[src/rtl/gato_turn_seq.sv]
// rtl/gato_turn_seq.sv - turn sequencer for an N-player board game
// Hands the turn between players, requests status checks and records the game result.
module gato_turn_seq #(
  parameter int N_PLAYERS   = 2,
  parameter int MAX_MOVES   = 9,
  parameter int TIMEOUT_CYC = 0,
  localparam int PW = (N_PLAYERS > 1) ? $clog2(N_PLAYERS) : 1,
  localparam int CW = $clog2(MAX_MOVES + 1),
  localparam int TW = (TIMEOUT_CYC > 0) ? $clog2(TIMEOUT_CYC + 1) : 1
) (
  input  logic                 clk,
  input  logic                 reset,
  input  logic                 start,
  input  logic [N_PLAYERS-1:0] mm,
  input  logic                 st_valid,
  input  logic                 st_win,
  input  logic                 st_tie,
  output logic [N_PLAYERS-1:0] turno,
  output logic [PW-1:0]        cur_player,
  output logic                 verifica_status,
  output logic                 win_game,
  output logic                 tie_game,
  output logic                 timeout_game,
  output logic [PW-1:0]        winner,
  output logic [CW-1:0]        move_count,
  output logic [2:0]           state
);

  typedef enum logic [2:0] {
    S_IDLE    = 3'd0,
    S_MOVE    = 3'd1,
    S_CHECK   = 3'd2,
    S_RELEASE = 3'd3,
    S_WIN     = 3'd4,
    S_TIE     = 3'd5,
    S_TOUT    = 3'd6
  } state_t;

  localparam bit          TO_EN   = (TIMEOUT_CYC > 0);
  localparam logic [TW-1:0] TO_LAST = TW'((TIMEOUT_CYC > 0) ? TIMEOUT_CYC - 1 : 0);
  localparam logic [PW-1:0] LAST_P  = PW'(N_PLAYERS - 1);
  localparam logic [CW-1:0] MAX_MC  = CW'(MAX_MOVES);

  state_t        state_q, state_d;
  logic [TW-1:0] timer;
  logic          move_hit, to_hit, tie_hit;

  assign move_hit = mm[cur_player];
  assign to_hit   = TO_EN && (timer == TO_LAST);
  assign tie_hit  = st_tie || (move_count == MAX_MC);
  assign state    = state_q;

  always_ff @(posedge clk) begin
    if (!reset) state_q <= S_IDLE;
    else        state_q <= state_d;
  end

  // A move in the same cycle as timeout expiry wins over the timeout.
  always_comb begin
    state_d = state_q;
    case (state_q)
      S_IDLE:    if (start) state_d = S_MOVE;
      S_MOVE: begin
        if (move_hit)    state_d = S_CHECK;
        else if (to_hit) state_d = S_TOUT;
      end
      S_CHECK: begin
        if (st_valid) begin
          if (st_win)       state_d = S_WIN;
          else if (tie_hit) state_d = S_TIE;
          else              state_d = S_RELEASE;
        end
      end
      S_RELEASE: if (!move_hit) state_d = S_MOVE;
      S_WIN, S_TIE, S_TOUT: if (start) state_d = S_IDLE;
      default:   state_d = S_IDLE;
    endcase
  end

  always_comb begin
    turno           = '0;
    verifica_status = 1'b0;
    if (state_q == S_MOVE)  turno[cur_player] = 1'b1;
    if (state_q == S_CHECK) verifica_status   = 1'b1;
  end

  always_ff @(posedge clk) begin
    if (!reset) begin
      cur_player   <= '0;
      move_count   <= '0;
      timer        <= '0;
      winner       <= '0;
      win_game     <= 1'b0;
      tie_game     <= 1'b0;
      timeout_game <= 1'b0;
    end else begin
      case (state_q)
        S_IDLE: begin
          if (start) begin
            cur_player   <= '0;
            move_count   <= '0;
            timer        <= '0;
            winner       <= '0;
            win_game     <= 1'b0;
            tie_game     <= 1'b0;
            timeout_game <= 1'b0;
          end
        end
        S_MOVE: begin
          timer <= timer + TW'(1);
          if (move_hit) begin
            move_count <= move_count + CW'(1);
          end else if (to_hit) begin
            timeout_game <= 1'b1;
            winner       <= cur_player;
          end
        end
        S_CHECK: begin
          if (st_valid) begin
            if (st_win) begin
              win_game <= 1'b1;
              winner   <= cur_player;
            end else if (tie_hit) begin
              tie_game <= 1'b1;
            end
          end
        end
        S_RELEASE: begin
          if (!move_hit) begin
            cur_player <= (cur_player == LAST_P) ? '0 : cur_player + PW'(1);
            timer      <= '0;
          end
        end
        S_WIN, S_TIE, S_TOUT: begin
          if (start) begin
            win_game     <= 1'b0;
            tie_game     <= 1'b0;
            timeout_game <= 1'b0;
          end
        end
        default: ;
      endcase
    end
  end

endmodule
[config.mk]
export PLATFORM = sky130hd
export DESIGN_NAME = gato_turn_seq
export DESIGN_NICKNAME = d
export VERILOG_FILES = /design/src/rtl/gato_turn_seq.sv
export SDC_FILE = /design/constraint.sdc
export NUM_CORES = 1
export LEC_CHECK = 0
export CAP_MARGIN = 20
export CORE_MARGIN = 2
export CORE_UTILIZATION = 35
export CTS_BUF_LIST = sky130_fd_sc_hd__clkbuf_4
export DETAILED_ROUTE_END_ITERATION = 16
export SYNTH_ARGS = -nofsm -noshare
export SYNTH_HDL_FRONTEND = slang
export SYNTH_SLANG_ARGS = --single-unit
[constraint.sdc]
create_clock -name clk -period 3.8 [get_ports clk]
set_input_delay 0.57 -clock clk [delete_from_list [all_inputs] [get_ports clk]]
set_output_delay 0.57 -clock clk [all_outputs]
set_load 0.01 [all_outputs]
* Yosys cells after proc, flatten, opt, wreduce, memory -nomap -nowiden
Cells that the tools add are included.
Storage, ports and cells: register bits after elaboration 11, latch bits 0, bits in writable memories 0, memory bits (read-only) 0, input port bits 8, output and inout port bits 15, word-level logic and storage cells 72, memories 0
Cells by class: add/sub/neg operators 2, multipliers 0, div/mod/pow operators 0, magnitude comparators 2, eq/ne operators 16, shift-type cells 0, muxes and demuxes 31, bitwise gates (word level) 0, reduce and logical (&&, ||, !) cells 15
Operator list (count):
- $mux W3 | 7
- $ne A2 B2 Y1 const B | 8
- $pmux W3 S5 | 1
- $mux W1 | 14
- $reduce_and A5 Y1 | 2
- $eq A3 B3 Y1 const B | 3
- $mux W4 | 2
- $pmux W1 S2 | 4
- $pmux W4 S2 | 1
- $reduce_and A4 Y1 | 2
- $reduce_bool A2 Y1 | 4
- $eq A3 B2 Y1 const B | 2
- $reduce_and A3 Y1 | 2
- $add A4 B1 Y4 const B | 1
- $eq A4 B4 Y1 const B | 1
- $reduce_or A4 Y1 | 1
- $eq A3 B1 Y1 const B | 1
- $logic_not A3 Y1 | 1
- $reduce_or A3 Y1 | 1
- $lt A1 B2 Y1 const B | 1
- $mux W2 | 1
- $ne A2 B1 Y1 const B | 1
- $add A1 B1 Y1 const B | 1
- $demux W1 S1 | 1
- other kinds (3) | 3

* Longest topological paths before layout
Gate-level depths: netlist (run 1).
word-level depth 6, depth in mapped cells 7, depth with buffers taken out 5

* Worst setup path before layout (run 1)
Ideal clock, no wire load.
kind reg-to-reg, start point register state_q[2], in the netlist state[2], end point register move_count[2], setup time 0.116 ns, arrival time 1.501 ns, data required time 3.684 ns, setup slack 2.183 ns, cell stages (with the launch flop) 6, period minus slack after synthesis 1.617 ns, path through dfxtp_1 buf_4 or2_2 a211oi_1 a211oi_1 a31o_2
On the way: cells in the longest elaborated chain, start to end 3, elaborated cells on any way between the ends 7
Ends and longest elaborated chain:
- start, declared | line 44 | state_t state_q, state_d;
- start signal, assigned | line 55 | else state_q <= state_d;
- $eq A3 B1 Y1 or $logic_not A3 Y1 (tied branches) | line 97 | case (state_q)
- $ne A2 B2 Y1 (no source line) or $reduce_bool A2 Y1 (tied branches)
- $reduce_and A3 Y1 (no source line)
- end signal, assigned | line 112 | move_count <= move_count + CW'(1);
- end, declared | line 25 | output logic [CW-1:0] move_count,
Several ways; a longest one is shown, not always the timed one. A chain may end at the register's enable or synchronous reset.

* Final worst setup path (run 1)
start point register state_q[0], in the netlist state[0], end point output port turno[1]
On the way: cells in the longest elaborated chain, start to end 2
Ends and longest elaborated chain:
- $eq A3 B1 Y1 | line 83 | if (state_q == S_MOVE) turno[cur_player] = 1'b1;
- $mux W2 | line 83
- end, declared | line 18 | output logic [N_PLAYERS-1:0] turno,
No other way between the ends.

==> run_results.csv, run 1 <==
group,metric,value,unit
status,status,"completed",
synthesis,yosysWarnings,0,
cts,cts_buffers,3,
timing,finalHoldViolCount,0,
cts,cts_tree,"yes",
timing,fin_crit_sh,70.2,%
global_route,antenna_found_initial,0,
timing,hold_ws,0.484,ns
die,die_h,50.7,um
cells_and_area,fin_area,992,um2
critical_path,crit_arrival,2.10,ns
run,maxCapViolCount,0,
critical_path,crit_fanout,19,
cells_and_area,final_cell_mix,"21 x clkdlybuf4s50_1, 11 x dfxtp_1",
drt,ant_nets,0,
worst_hold_path,hp-class,"flip-flop to flip-flop",
power,p_per_area,529,nW/um2
synthesis,syn_avg_cell_area,8.19,um2
synthesis,synth-main-ff-cell,"dfxtp_1",
drt,dr.first_iter.drc_count,23,
synthesis,synthDistinctLibCells,43,
cts,clkTransAtPathRegs,0.07,ns
critical_path,crit_path_start_kind,"flip-flop",
drt,wire_per_inst,13.9,um
timing,worst_pin_slew,0.684,ns
cts,clkLatencyLatePin,0.27,ns
critical_path,critPathRequiredTime,3.23,ns
timing,period_minus_slack,2.67,ns
synthesis,async_reset_ff_share,0,%
placed_design,gp_congestion,0.824,
timing,slew-limit-headroom,53.8,%
global_route,grt_max_degree,20,
drt,vias_per_cell,5.53,
cts,ctsHoldBuffers,0,
cells_and_area,layout.nets,122,
drt,routed_wl,1920,um
synthesis,synthesis.area,762,um2
die,row_count,16,
critical_path,path_class,"flip-flop to primary output",
synthesis,yosysTopAreaCell,"dfxtp_1",
synthesis,synthCells,93,
cells_and_area,layout-drive-gt1-share,11.7,%
synthesis,synth_edf_count,0,
cells_and_area,areaGrowthSynthToFinish,30.2,%
die,num_io_pins,23,
synthesis,synth-seq-cells,11,
drt,drcViolationCount,0,
die,die_w,50.7,um
power,leakage,0.357,nW
cts,cts-resized-gates,0,
placed_design,io_buffers,21,
drt,drtPass1Iterations,4,
cts,post_cts_buffers,0,
synthesis,synth_top_area_share,28.9,%
power,finalPower,0.000525,W
cts,htree_levels,1,
cts,clk_path_buf_depth,2,
cts,clkSinkCount,11,
synthesis,yosysSeqAreaShare,28.9,%
timing,slew_viol_final,0,
global_route,grt-ovfl-total,0,
global_route,grt_usage,16.5,%
die,design.core.area,2000,um2
timing,skew,0.00218,ns
timing,tns,0,ns
placed_design,place_area,962,um2
timing,rsz0062_at_grt,"false",
timing,finalSetupViolCount,0,
cells_and_area,final_core_util,49.6,%
power,vdd_ir_drop_max,293,uV
critical_path,endpoint_kind,"primary output",
drt,routed-via-count,763,
die,start_util,38.1,%
global_route,grt_pass1_wl,3230,um
synthesis,synth.area.top_cells,"dfxtp_1 29%, a21oi_1 3.9%, buf_4 3.9%",
global_route,grt_pass1_vias,710,
placed_design,dp_hpwl,1360,um
cells_and_area,antennaDiodeCount,0,
cells_and_area,final_common_cell,"clkdlybuf4s50_1",
die,dieArea,2570,um2
cts,cts-root-buf,"clkbuf_4",
timing,max_freq,375,MHz
synthesis,syn_nets,103,
==> state kept, by name, indices dropped and copies added (netlist names) <==
name,count
move_count,4
state,3
cur_player,1
tie_game,1
win_game,1
winner,1
==> cells by family after synthesis <==
| group | synth area share, % |
|---|---|
| AND/OR/NAND/NOR | 21.0 |
| adder cells (fa/ha/maj) | 3.28 |
| other | 0.492 |
| buffers and inverters | 8.70 |
| flip-flops | 28.9 |
| AO/OA/AOI/OAI | 33.2 |
| XOR/XNOR | 1.15 |
| multiplexers | 3.28 |
==> layer usage <==
layer | vias to the layer above | part of all wire (%) | GRT usage [%]
met5 | - | 0 | 0
met4 | 0 | 0.68 | 4.05
met3 | 2 | 4.5 | 5.36
met2 | 23 | 46 | 24.6
met1 | 358 | 49 | 22.9
li1 | 380 | - | -
==> cell usage after synthesis, types with 2 or more instances <==
cell and number:
nor2_1 6, nand3_1 2, inv_1 6, a21oi_1 6, ha_1 2, nor3b_1 2
o21ai_0 5, a31o_2 2, buf_4 4, nand2b_1 2, dfxtp_1 11, nor3_1 2
o21a_1 3, nand4b_1 2, o211ai_1 2, nand2_1 6, buf_2 2, a211oi_1 3
==> per-stage QoR <==
step / setup slack [ns] / cells
floorplan: 2.18 / 93
global placement: 1.46 / 134
finish: 1.13 / 138
global route: 0.958 / 138
CTS: 1.12 / 138
detailed placement: 1.42 / 134
==> critical path, stage by stage (launching register included) <==
cell and delay, ns:
dfxtp_1 0.71, nand2b_1 0.30, nor3b_1 0.24, clkdlybuf4s50_1 0.57
==> final cells by class <==
cell class,instances,area (um2)
well taps,27,33.8
flip-flops and latches,11,220
clock buffers,4,30.0
inverters,6,22.5
multi-input cells,69,475
repair buffers,21,210
fillers,198,1010
==> worst paths after layout <==
path,from,endpoint,slack [ns],depth (start not counted)
worst max register to register,state[0],move_count[2],1.91,4
worst max-delay path,state[0],turno[1],1.13,3
worst min-delay path,winner,winner,0.48,2
worst min register to register,winner,winner,0.48,2
==> power breakdown <==
group | switching (W) | total (W) | internal (W) | leakage (nW)
clock network | 0.0000409 | 0.0000888 | 0.0000479 | 0.0184
registers | 0.0000630 | 0.000198 | 0.000135 | 0.0895
logic | 0.000111 | 0.000238 | 0.000127 | 0.249
(Power assumes the default switching activity.)
==> inputs of run 2 (changes only) <==
==> constraint.sdc (replaced) <==
create_clock -name clk -period 2.15 [get_ports clk]
set_input_delay 0.3225 -clock clk [delete_from_list [all_inputs] [get_ports clk]]
set_output_delay 0.3225 -clock clk [all_outputs]
set_load 0.01 [all_outputs]
==> run 2 against run 1 <==
Against the previous run: sequential power grew 53%; highest routed layer unchanged; largest cell class unchanged; routed wire length rose by 0.88%; power increased by 88%; critical endpoint unchanged; largest power group unchanged.
==> run_results.csv, run 2 (same netlist as run 1, synthesis figures left out) <==
group,metric,value,unit
drt,drcViolationCount,0,
critical_path,critPathRequiredTime,1.83,ns
cells_and_area,final_common_cell,"clkdlybuf4s50_1",
power,p_per_area,955,nW/um2
timing,period_minus_slack,1.99,ns
worst_hold_path,hold_end,"winner",
cells_and_area,final_cells,143,
cells_and_area,areaGrowthSynthToFinish,35.3,%
critical_path,reg2reg_depth,4,
critical_path,endpoint_kind,"primary output",
critical_path,crit_fanout,9,
cells_and_area,antennaDiodeCount,0,
die,die_w,50.7,um
drt,routed_wl,1940,um
drt,drtPass1Iterations,3,
power,finalPower,0.000984,W
timing,max_freq,502,MHz
drt,ant_nets,0,
global_route,grt-ovfl-total,0,
die,start_util,38.1,%
critical_path,r2r_start,"cur_player",
cts,clkSinkCount,11,
timing,hold_ws,0.482,ns
critical_path,path_class,"flip-flop to primary output",
global_route,grt_pass1_wl,3280,um
critical_path,crit_path_start_kind,"flip-flop",
critical_path,rrSetupSlack,0.40,ns
cells_and_area,nFillCells,205,
worst_hold_path,hold_start,"winner",
timing,rsz0062_at_grt,"false",
critical_path,worstReg2RegEnd,"state[2]",
run,maxCapViolCount,0,
cells_and_area,regArea,221,um2
timing,finalSetupViolCount,0,
timing,tns,0,ns
cts,clkTransAtPathRegs,0.08,ns
critical_path,crit_arrival,1.67,ns
cells_and_area,final_cell_mix,"21 x clkdlybuf4s50_1, 10 x dfxtp_1",
timing,finalHoldViolCount,0,
worst_hold_path,min_path_cells,2,
power,leakage,0.382,nW
cells_and_area,layout.nets,127,
die,num_io_pins,23,
cells_and_area,final_core_util,51.5,%
die,die_h,50.7,um
drt,dr.first_iter.drc_count,16,
drt,routed-via-count,770,
placed_design,dp_hpwl,1430,um
status,status,"completed",
cts,htree_levels,1,
global_route,grt_max_degree,19,
cells_and_area,largest_register,"move_count",
drt,vias_per_cell,5.38,
global_route,antenna_found_initial,0,
cells_and_area,multi_input_area,475,um2
placed_design,dp_cells,139,
cts,clkLatencyLatePin,0.29,ns
cts,clk_path_buf_depth,2,
global_route,grt_usage,17.5,%
cts,cts_buffers,3,
global_route,grt_pass1_vias,726,
worst_hold_path,hp-class,"flip-flop to flip-flop",
cells_and_area,layout-drive-gt1-share,16.4,%
placed_design,io_buffers,21,
die,design.core.area,2000,um2
cells_and_area,largest_reg_flops,4,
timing,fin_crit_sh,92.7,%
placed_design,gp_congestion,0.785,
cts,cts_tree,"yes",
cts,cts-root-buf,"clkbuf_4",
timing,skew,0.00773,ns
drt,wire_per_inst,13.6,um
power,vdd_ir_drop_max,380,uV
timing,slew_viol_final,0,
die,dieArea,2570,um2
die,row_count,16,
run 2: cell count changes in the layout (fill, tap and decap cells not counted):
cell / previous run / this run
dfxtp_1: 11 / 10
dfxtp_2: 0 / 1
buf_4: 0 / 5
run 2: layout make-up:
type / instances / share of cell area, %
clock buffer: 4 / 2.91
inverter: 6 / 2.18
multi-input combinational: 69 / 46.1
sequential: 11 / 21.5
tap: 27 / 3.28
timing repair buffer: 26 / 24.0
run 2: worst max-delay path by stage:
stage	from	endpoint	slack, ns	depth (start not counted)
4_1_cts	state[0]	turno[1]	0.006	3
5_1_grt	state[2]	verifica_status	0.07	4
3_5_place_dp	mm[0]	state[2]	0.19	5
3_3_place_gp	start	move_count[3]	0.26	5
6_report	state[0]	turno[1]	0.16	3
2_1_floorplan	state[2]	move_count[2]	0.53	5
run 2: metal layers:
metal	up-vias	part of all wire (%)	routed length, um	global-route usage (%)
li1	391	-	-	-
met1	359	50	976	23.2
met2	16	44	862	25.2
met3	4	2.4	47	2.68
met4	0	2.7	53	13.5
met5	-	0	0	0
run 2: stage by stage:
step | area (um2) | setup slack, ns
3_3_place_gp | 1000 | 0.261
6_report | 1030 | 0.157
2_1_floorplan | 762 | 0.533
5_1_grt | 1030 | 0.0737
4_1_cts | 1030 | 0.00556
3_5_place_dp | 1000 | 0.188
run 2: what timing repair did:
| item | CTS | global route |
|---|---|---|
| setup buffers | 0 | 0 |
| hold buffers | 0 | 0 |
| gates resized for setup | 0 | 1 |
| hold endpoints to repair | 0 | 0 |
| setup endpoints to repair | 0 | 2 |
run 2: critical path, stage by stage (launching register included):
cell	delay [ns]
dfxtp_2	0.42
nand2b_1	0.18
nor3b_1	0.22
clkdlybuf4s50_1	0.57
run 2: where the power goes:
group	switching, W	internal [W]	leakage (nW)	total [W]
clock	0.0000839	0.0000848	0.0184	0.000169
sequential	0.0000617	0.000240	0.0897	0.000302
combinational	0.000248	0.000265	0.274	0.000514
total	0.000394	0.000590	0.382	0.000984
